===== src/rtl/mem_access_if.sv =====
// Data-bus link between the memory-access stage and the data memory:
// a valid/ready request channel plus a one-cycle response/ack channel.
interface mem_access_if;
   logic        dmem_req_valid;
   logic        dmem_req_ready;
   logic [63:0] dmem_req_addr;
   logic        dmem_req_wen;
   logic [63:0] dmem_req_wdata;
   logic [7:0]  dmem_req_wstrb;
   logic        dmem_resp_valid;
   logic [63:0] dmem_resp_rdata;

   modport master (
      output dmem_req_valid,
      input  dmem_req_ready,
      output dmem_req_addr,
      output dmem_req_wen,
      output dmem_req_wdata,
      output dmem_req_wstrb,
      input  dmem_resp_valid,
      input  dmem_resp_rdata
   );

   modport slave (
      input  dmem_req_valid,
      output dmem_req_ready,
      input  dmem_req_addr,
      input  dmem_req_wen,
      input  dmem_req_wdata,
      input  dmem_req_wstrb,
      output dmem_resp_valid,
      output dmem_resp_rdata
   );
endinterface


===== src/rtl/mem_access.sv =====
// Memory-access stage: converts regM load/store control into one data-bus
// transaction, stalls upstream until done and returns the extended load result.
module mem_access #(
   parameter int TIMEOUT = 255
) (
   input  logic         clk,
   input  logic         rst,
   input  logic         regM_i_valid,
   input  logic         regM_i_mem_ren,
   input  logic         regM_i_mem_wen,
   input  logic [1:0]   regM_i_mem_size,
   input  logic         regM_i_mem_unsigned,
   input  logic [63:0]  regM_i_alu_result,
   input  logic [63:0]  regM_i_store_data,
   mem_access_if.master dmem,
   output logic [63:0]  memory_o_memdata,
   output logic         memory_o_stall,
   output logic         memory_o_misalign,
   output logic         memory_o_bus_err
);

   localparam int CNT_W = (TIMEOUT > 1) ? $clog2(TIMEOUT) : 1;
   localparam logic [CNT_W-1:0] CNT_LAST = CNT_W'((TIMEOUT > 0) ? TIMEOUT - 1 : 0);
   localparam bit HAS_TIMEOUT = (TIMEOUT != 0);

   typedef enum logic [1:0] {
      ST_IDLE,
      ST_REQ,
      ST_WAIT,
      ST_DONE
   } state_t;

   state_t           state_reg;
   logic [63:0]      addr_reg;
   logic [1:0]       size_reg;
   logic             unsigned_reg;
   logic             wen_reg;
   logic [63:0]      wdata_reg;
   logic [7:0]       wstrb_reg;
   logic [63:0]      data_reg;
   logic [CNT_W-1:0] cnt_reg;
   logic             err_reg;

   logic        mem_op;
   logic [2:0]  off;
   logic        misaligned;
   logic [3:0]  nbytes;
   logic [7:0]  lane_en;
   logic [7:0]  wstrb_next;
   logic [63:0] wdata_next;
   logic [63:0] rdata_shifted;
   logic [63:0] load_next;

   assign mem_op = regM_i_valid & (regM_i_mem_ren | regM_i_mem_wen);
   assign off    = regM_i_alu_result[2:0];
   assign nbytes = 4'd1 << regM_i_mem_size;

   always_comb begin
      misaligned = 1'b0;
      case (regM_i_mem_size)
         2'd0:    misaligned = 1'b0;
         2'd1:    misaligned = off[0];
         2'd2:    misaligned = (off[1:0] != 2'b00);
         default: misaligned = (off != 3'b000);
      endcase
   end

   // A byte lane is enabled when it falls inside [off, off + access size).
   generate
      for (genvar gi = 0; gi < 8; gi++) begin : g_lane
         assign lane_en[gi] = (4'(gi) >= {1'b0, off}) && (4'(gi) < ({1'b0, off} + nbytes));
      end
   endgenerate

   assign wstrb_next = regM_i_mem_wen ? lane_en : 8'h00;
   assign wdata_next = regM_i_mem_wen ? (regM_i_store_data << {off, 3'b000}) : 64'd0;

   assign rdata_shifted = dmem.dmem_resp_rdata >> {addr_reg[2:0], 3'b000};

   always_comb begin
      load_next = rdata_shifted;
      case (size_reg)
         2'd0: load_next = unsigned_reg ? {56'd0, rdata_shifted[7:0]}
                                        : {{56{rdata_shifted[7]}}, rdata_shifted[7:0]};
         2'd1: load_next = unsigned_reg ? {48'd0, rdata_shifted[15:0]}
                                        : {{48{rdata_shifted[15]}}, rdata_shifted[15:0]};
         2'd2: load_next = unsigned_reg ? {32'd0, rdata_shifted[31:0]}
                                        : {{32{rdata_shifted[31]}}, rdata_shifted[31:0]};
         default: load_next = rdata_shifted;
      endcase
   end

   always_ff @(posedge clk) begin
      if (!rst) begin
         state_reg    <= ST_IDLE;
         addr_reg     <= 64'd0;
         size_reg     <= 2'd0;
         unsigned_reg <= 1'b0;
         wen_reg      <= 1'b0;
         wdata_reg    <= 64'd0;
         wstrb_reg    <= 8'h00;
         data_reg     <= 64'd0;
         cnt_reg      <= '0;
         err_reg      <= 1'b0;
      end else begin
         case (state_reg)
            ST_IDLE: begin
               if (mem_op && !misaligned) begin
                  addr_reg     <= regM_i_alu_result;
                  size_reg     <= regM_i_mem_size;
                  unsigned_reg <= regM_i_mem_unsigned;
                  wen_reg      <= regM_i_mem_wen;
                  wdata_reg    <= wdata_next;
                  wstrb_reg    <= wstrb_next;
                  state_reg    <= ST_REQ;
               end
            end
            ST_REQ: begin
               if (dmem.dmem_req_ready) begin
                  cnt_reg   <= '0;
                  state_reg <= ST_WAIT;
               end
            end
            ST_WAIT: begin
               if (dmem.dmem_resp_valid) begin
                  data_reg  <= wen_reg ? 64'd0 : load_next;
                  state_reg <= ST_DONE;
               end else if (HAS_TIMEOUT && (cnt_reg == CNT_LAST)) begin
                  data_reg  <= 64'd0;
                  err_reg   <= 1'b1;
                  state_reg <= ST_DONE;
               end else begin
                  cnt_reg <= cnt_reg + CNT_W'(1);
               end
            end
            default: begin
               err_reg   <= 1'b0;
               state_reg <= ST_IDLE;
            end
         endcase
      end
   end

   // Request fields come only from the latches so they stay stable until accepted.
   assign dmem.dmem_req_valid = rst && (state_reg == ST_REQ);
   assign dmem.dmem_req_addr  = {addr_reg[63:3], 3'b000};
   assign dmem.dmem_req_wen   = wen_reg;
   assign dmem.dmem_req_wdata = wdata_reg;
   assign dmem.dmem_req_wstrb = wstrb_reg;

   assign memory_o_stall    = rst && (((state_reg == ST_IDLE) && mem_op && !misaligned) ||
                                      (state_reg == ST_REQ) || (state_reg == ST_WAIT));
   assign memory_o_misalign = rst && (state_reg == ST_IDLE) && mem_op && misaligned;
   assign memory_o_memdata  = (rst && (state_reg == ST_DONE)) ? data_reg : 64'd0;
   assign memory_o_bus_err  = rst && (state_reg == ST_DONE) && err_reg;

endmodule


===== src/flat_wrapper.sv =====
// flat-port wrapper written by rule: the top's interface ports become plain ports
module mem_access_flat 
#(
   parameter int TIMEOUT = 255
)
  (clk, rst, regM_i_valid, regM_i_mem_ren, regM_i_mem_wen, regM_i_mem_size, regM_i_mem_unsigned, regM_i_alu_result, regM_i_store_data, memory_o_memdata, memory_o_stall, memory_o_misalign, memory_o_bus_err, dmem_dmem_req_valid, dmem_dmem_req_ready, dmem_dmem_req_addr, dmem_dmem_req_wen, dmem_dmem_req_wdata, dmem_dmem_req_wstrb, dmem_dmem_resp_valid, dmem_dmem_resp_rdata);
  mem_access_if dmem_i ();
  input  logic clk;
  input  logic rst;
  input  logic regM_i_valid;
  input  logic regM_i_mem_ren;
  input  logic regM_i_mem_wen;
  input  logic [1:0] regM_i_mem_size;
  input  logic regM_i_mem_unsigned;
  input  logic [63:0] regM_i_alu_result;
  input  logic [63:0] regM_i_store_data;
  output logic [63:0] memory_o_memdata;
  output logic memory_o_stall;
  output logic memory_o_misalign;
  output logic memory_o_bus_err;
  output wire logic [$bits(dmem_i.dmem_req_valid)-1:0] dmem_dmem_req_valid;
  input wire logic [$bits(dmem_i.dmem_req_ready)-1:0] dmem_dmem_req_ready;
  output wire logic [$bits(dmem_i.dmem_req_addr)-1:0] dmem_dmem_req_addr;
  output wire logic [$bits(dmem_i.dmem_req_wen)-1:0] dmem_dmem_req_wen;
  output wire logic [$bits(dmem_i.dmem_req_wdata)-1:0] dmem_dmem_req_wdata;
  output wire logic [$bits(dmem_i.dmem_req_wstrb)-1:0] dmem_dmem_req_wstrb;
  input wire logic [$bits(dmem_i.dmem_resp_valid)-1:0] dmem_dmem_resp_valid;
  input wire logic [$bits(dmem_i.dmem_resp_rdata)-1:0] dmem_dmem_resp_rdata;
  assign dmem_dmem_req_valid = dmem_i.dmem_req_valid;
  assign dmem_i.dmem_req_ready = dmem_dmem_req_ready;
  assign dmem_dmem_req_addr = dmem_i.dmem_req_addr;
  assign dmem_dmem_req_wen = dmem_i.dmem_req_wen;
  assign dmem_dmem_req_wdata = dmem_i.dmem_req_wdata;
  assign dmem_dmem_req_wstrb = dmem_i.dmem_req_wstrb;
  assign dmem_i.dmem_resp_valid = dmem_dmem_resp_valid;
  assign dmem_i.dmem_resp_rdata = dmem_dmem_resp_rdata;
  mem_access #(.TIMEOUT(TIMEOUT)) u_core (.clk(clk), .rst(rst), .regM_i_valid(regM_i_valid), .regM_i_mem_ren(regM_i_mem_ren), .regM_i_mem_wen(regM_i_mem_wen), .regM_i_mem_size(regM_i_mem_size), .regM_i_mem_unsigned(regM_i_mem_unsigned), .regM_i_alu_result(regM_i_alu_result), .regM_i_store_data(regM_i_store_data), .dmem(dmem_i), .memory_o_memdata(memory_o_memdata), .memory_o_stall(memory_o_stall), .memory_o_misalign(memory_o_misalign), .memory_o_bus_err(memory_o_bus_err));
endmodule

===== config.mk =====
export PLATFORM = sky130hd
export DESIGN_NAME = mem_access_flat
export DESIGN_NICKNAME = d
export VERILOG_FILES = /design/src/rtl/mem_access_if.sv /design/src/rtl/mem_access.sv /design/src/flat_wrapper.sv
export SDC_FILE = /design/constraint.sdc
export NUM_CORES = 1
export LEC_CHECK = 0
export CAP_MARGIN = 15
export CORE_AREA = 4 4 171 173
export DETAILED_ROUTE_END_ITERATION = 10
export DIE_AREA = 0 0 175 177
export DONT_BUFFER_PORTS = 1
export PLACE_DENSITY = 0.58
export RECOVER_POWER = 100
export SLEW_MARGIN = 15
export SYNTH_ARGS = -nofsm -noshare
export SYNTH_HDL_FRONTEND = slang
export SYNTH_SLANG_ARGS = --single-unit

===== constraint.sdc =====
create_clock -name clk -period 2.9 [get_ports clk]
set_input_delay 0.58 -clock clk [delete_from_list [all_inputs] [get_ports clk]]
set_output_delay 0.58 -clock clk [all_outputs]
set_load 0.05 [all_outputs]

==> reports/metrics.cfg <==
[global_routing]
gr-total-overflow = 0
first_global_vias = 10300
antenna_found_initial = 1
grt_max_degree = 101
grt_pass1_wl_um = 61900
grtUsageTotal_pct = 25.0

[route]
wl_met1_um = 15400
ant_nets = 0
post_drt_wl_per_cell_um = 23.3
firstDrtPassIters = 5
vias = 10800
drcViolationCount = 0
highest_layer = met4
wl_met3_um = 4500
drt_wl_total_um = 41300
avgViaCountPerCell = 6.07
drt_iter0_markers = 821
wl_met2_um = 19900

[synthesis]
synth_common_cells = 238 x nand2_1, 215 x dfxtp_1, 136 x a21oi_1
yosysSeqAreaShare_pct = 34.8
synth_warnings = 0
synth_edf_count = 0
synth_most_common_cell = nand2_1
synthCells = 1452
synth.distinct_cells = 65
syn-mean-instance-area_um2 = 8.53
ys_top_cells_by_area = dfxtp_1 35%, mux4_2 8.9%, nand2_1 7.2%
synth_async_sr_flop_share_pct = 0
syn_area_um2 = 12400
synth_top_flop_cell = dfxtp_1
synth_top_area_share_pct = 34.8
ys_ff_latch = 215
synth_top_cell_by_area = dfxtp_1

[timing]
clock_skew_ns = 0.00560
holdWs_ns = 0.197
worst_pin_slew_ns = 1.19
period_minus_slack_ns = 2.68
rsz0062_at_grt = no
max_freq_mhz = 373
period_share_pct = 92.4
setup_tns_ns = 0
finalSetupViolCount = 0
maxSlewHeadroom_pct = 20.5
slew_viol_final = 0
hold_violations = 0

[min_path]
hold_path.class = in2reg

[die]
start_util_pct = 44.8
die-width_um = 175
dieHeight_um = 177
die-area_um2 = 31000
ioPinCount = 407
fp-row-count = 61
coreArea_um2 = 27600

[power_and_ir_drop]
powerDensity_nw_per_um2 = 612
vdd_drop_max_mv = 0.573
p_leak_nw = 5.05

[place]
hpwl_um = 29900
io_buffers = 0
place.gp.congestion = 0.866

[critical_path]
critPathMaxFanout = 66
ff2ff_setup_slack_ns = 0.43
critPathLaunchType = flip-flop
critPathKind = reg2out
required_ns = 2.32
cp-end-kind = output pin
cp_data_arrival_time_ns = 2.10

[clocking]
cts-buffers-inserted = 25
cts_resized = 0
cts_tree = yes
clock_path_buffers = 3
root_buffer = clkbuf_16
htree_num_levels = 1
cts_setup_buffers = 0
cts.sinks = 215
clk_pin_slew_ns = 0.06
clk_latency_ns = 0.51
holdBufCountCts = 0

[final_layout]
fin_nets = 1594
syn2layout_area_growth_pct = 6.40
layout-drive-gt1-share_pct = 15.6

[outcome]
status = complete, no violations

[run]
cap_violations = 0

[critical path: stages (launching register included)]
cell and delay [ns]:
dfxtp_1 0.36, ha_1 0.15, clkbuf_4 0.48, and3_1 0.29, clkbuf_2 0.29
[where the power goes]
| group | switching [W] | total (W) | internal [W] |
|---|---|---|---|
| sequential | 0.000491 | 0.00363 | 0.00313 |
| clock | 0.00123 | 0.00299 | 0.00176 |
| combinational | 0.000877 | 0.00144 | 0.000565 |
| total | 0.00260 | 0.00806 | 0.00546 |
[cell usage in the layout, fill, tap and decap left out, types with 12 or more instances in the layout]
| cell type | synthesis | routed |
|---|---|---|
| nand2_1 | 238 | 238 |
| clkbuf_16 | 0 | 25 |
| inv_1 | 14 | 14 |
| o21ai_0 | 53 | 53 |
| buf_4 | 68 | 29 |
| dfxtp_1 | 215 | 213 |
| a22oi_1 | 51 | 51 |
| mux2_2 | 26 | 26 |
| a22o_1 | 42 | 42 |
| mux4_2 | 49 | 49 |
| mux2i_1 | 68 | 68 |
| o31ai_1 | 12 | 12 |
| and3_1 | 67 | 67 |
| clkbuf_2 | 0 | 54 |
| nand3_1 | 21 | 21 |
| a21oi_1 | 136 | 135 |
| nor2_1 | 111 | 111 |
[logic make-up after synthesis]
group,after synthesis,share of synthesized area [%]
and+or+nand+nor,487,17.4
AOI/OAI and AO/OA,375,20.0
DFF,215,34.8
buffers and inverters,209,8.99
muxes,144,17.0
xor gates and xnor gates,11,0.778
adders and majority gates,10,1.07
other,1,0.0303
[per-stage QoR]
step / utilization (%) / area (um2) / total power (W) / std cells / setup slack, ns
5_1_grt: 47.7 / 13200 / 0.00842 / 1775 / 0.0665
3_5_place_dp: 45.6 / 12600 / 0.00515 / 1733 / 0.453
6_report: 47.7 / 13200 / 0.00806 / 1775 / 0.221
3_3_place_gp: 45.6 / 12600 / 0.00513 / 1733 / 0.506
4_1_cts: 48.4 / 13400 / 0.00817 / 1774 / 0.256
2_1_floorplan: - / 12400 / 0.00494 / 1454 / 0.00932
[path summary, 6_finish.rpt]
kind | from | end | depth (start not counted)
min reg2reg | u_core.data_reg[14]$_SDFFE_PN0P_ | u_core.data_reg[14]$_SDFFE_PN0P_ | 1
max | u_core.state_reg[0]$_SDFFE_PN0P_ | memory_o_memdata[54] | 4
max reg2reg | u_core.state_reg[0]$_SDFFE_PN0P_ | u_core.dmem.dmem_req_wdata[24]$_SDFFE_PN0P_ | 7
min | regM_i_alu_result[3] | u_core.addr_reg[3]$_SDFFE_PN0P_ | 2
[routing by layer]
layer / vias to the layer above / global-route usage (%)
li1: 5022 / -
met1: 5230 / 29.4
met2: 444 / 42.3
met3: 79 / 9.23
met4: 0 / 8.87
met5: - / 0
[area by class of cell]
type	count	area (um2)
multi-input cells	1030	6980
fillers	2753	14500
flip-flops and latches	215	4310
diodes	1	2.50
inverters	18	70.1
repair buffers	92	579
clock buffers	34	699
well taps	378	473
clock inverters	7	63.8
Power figures use the tool's default switching activity.
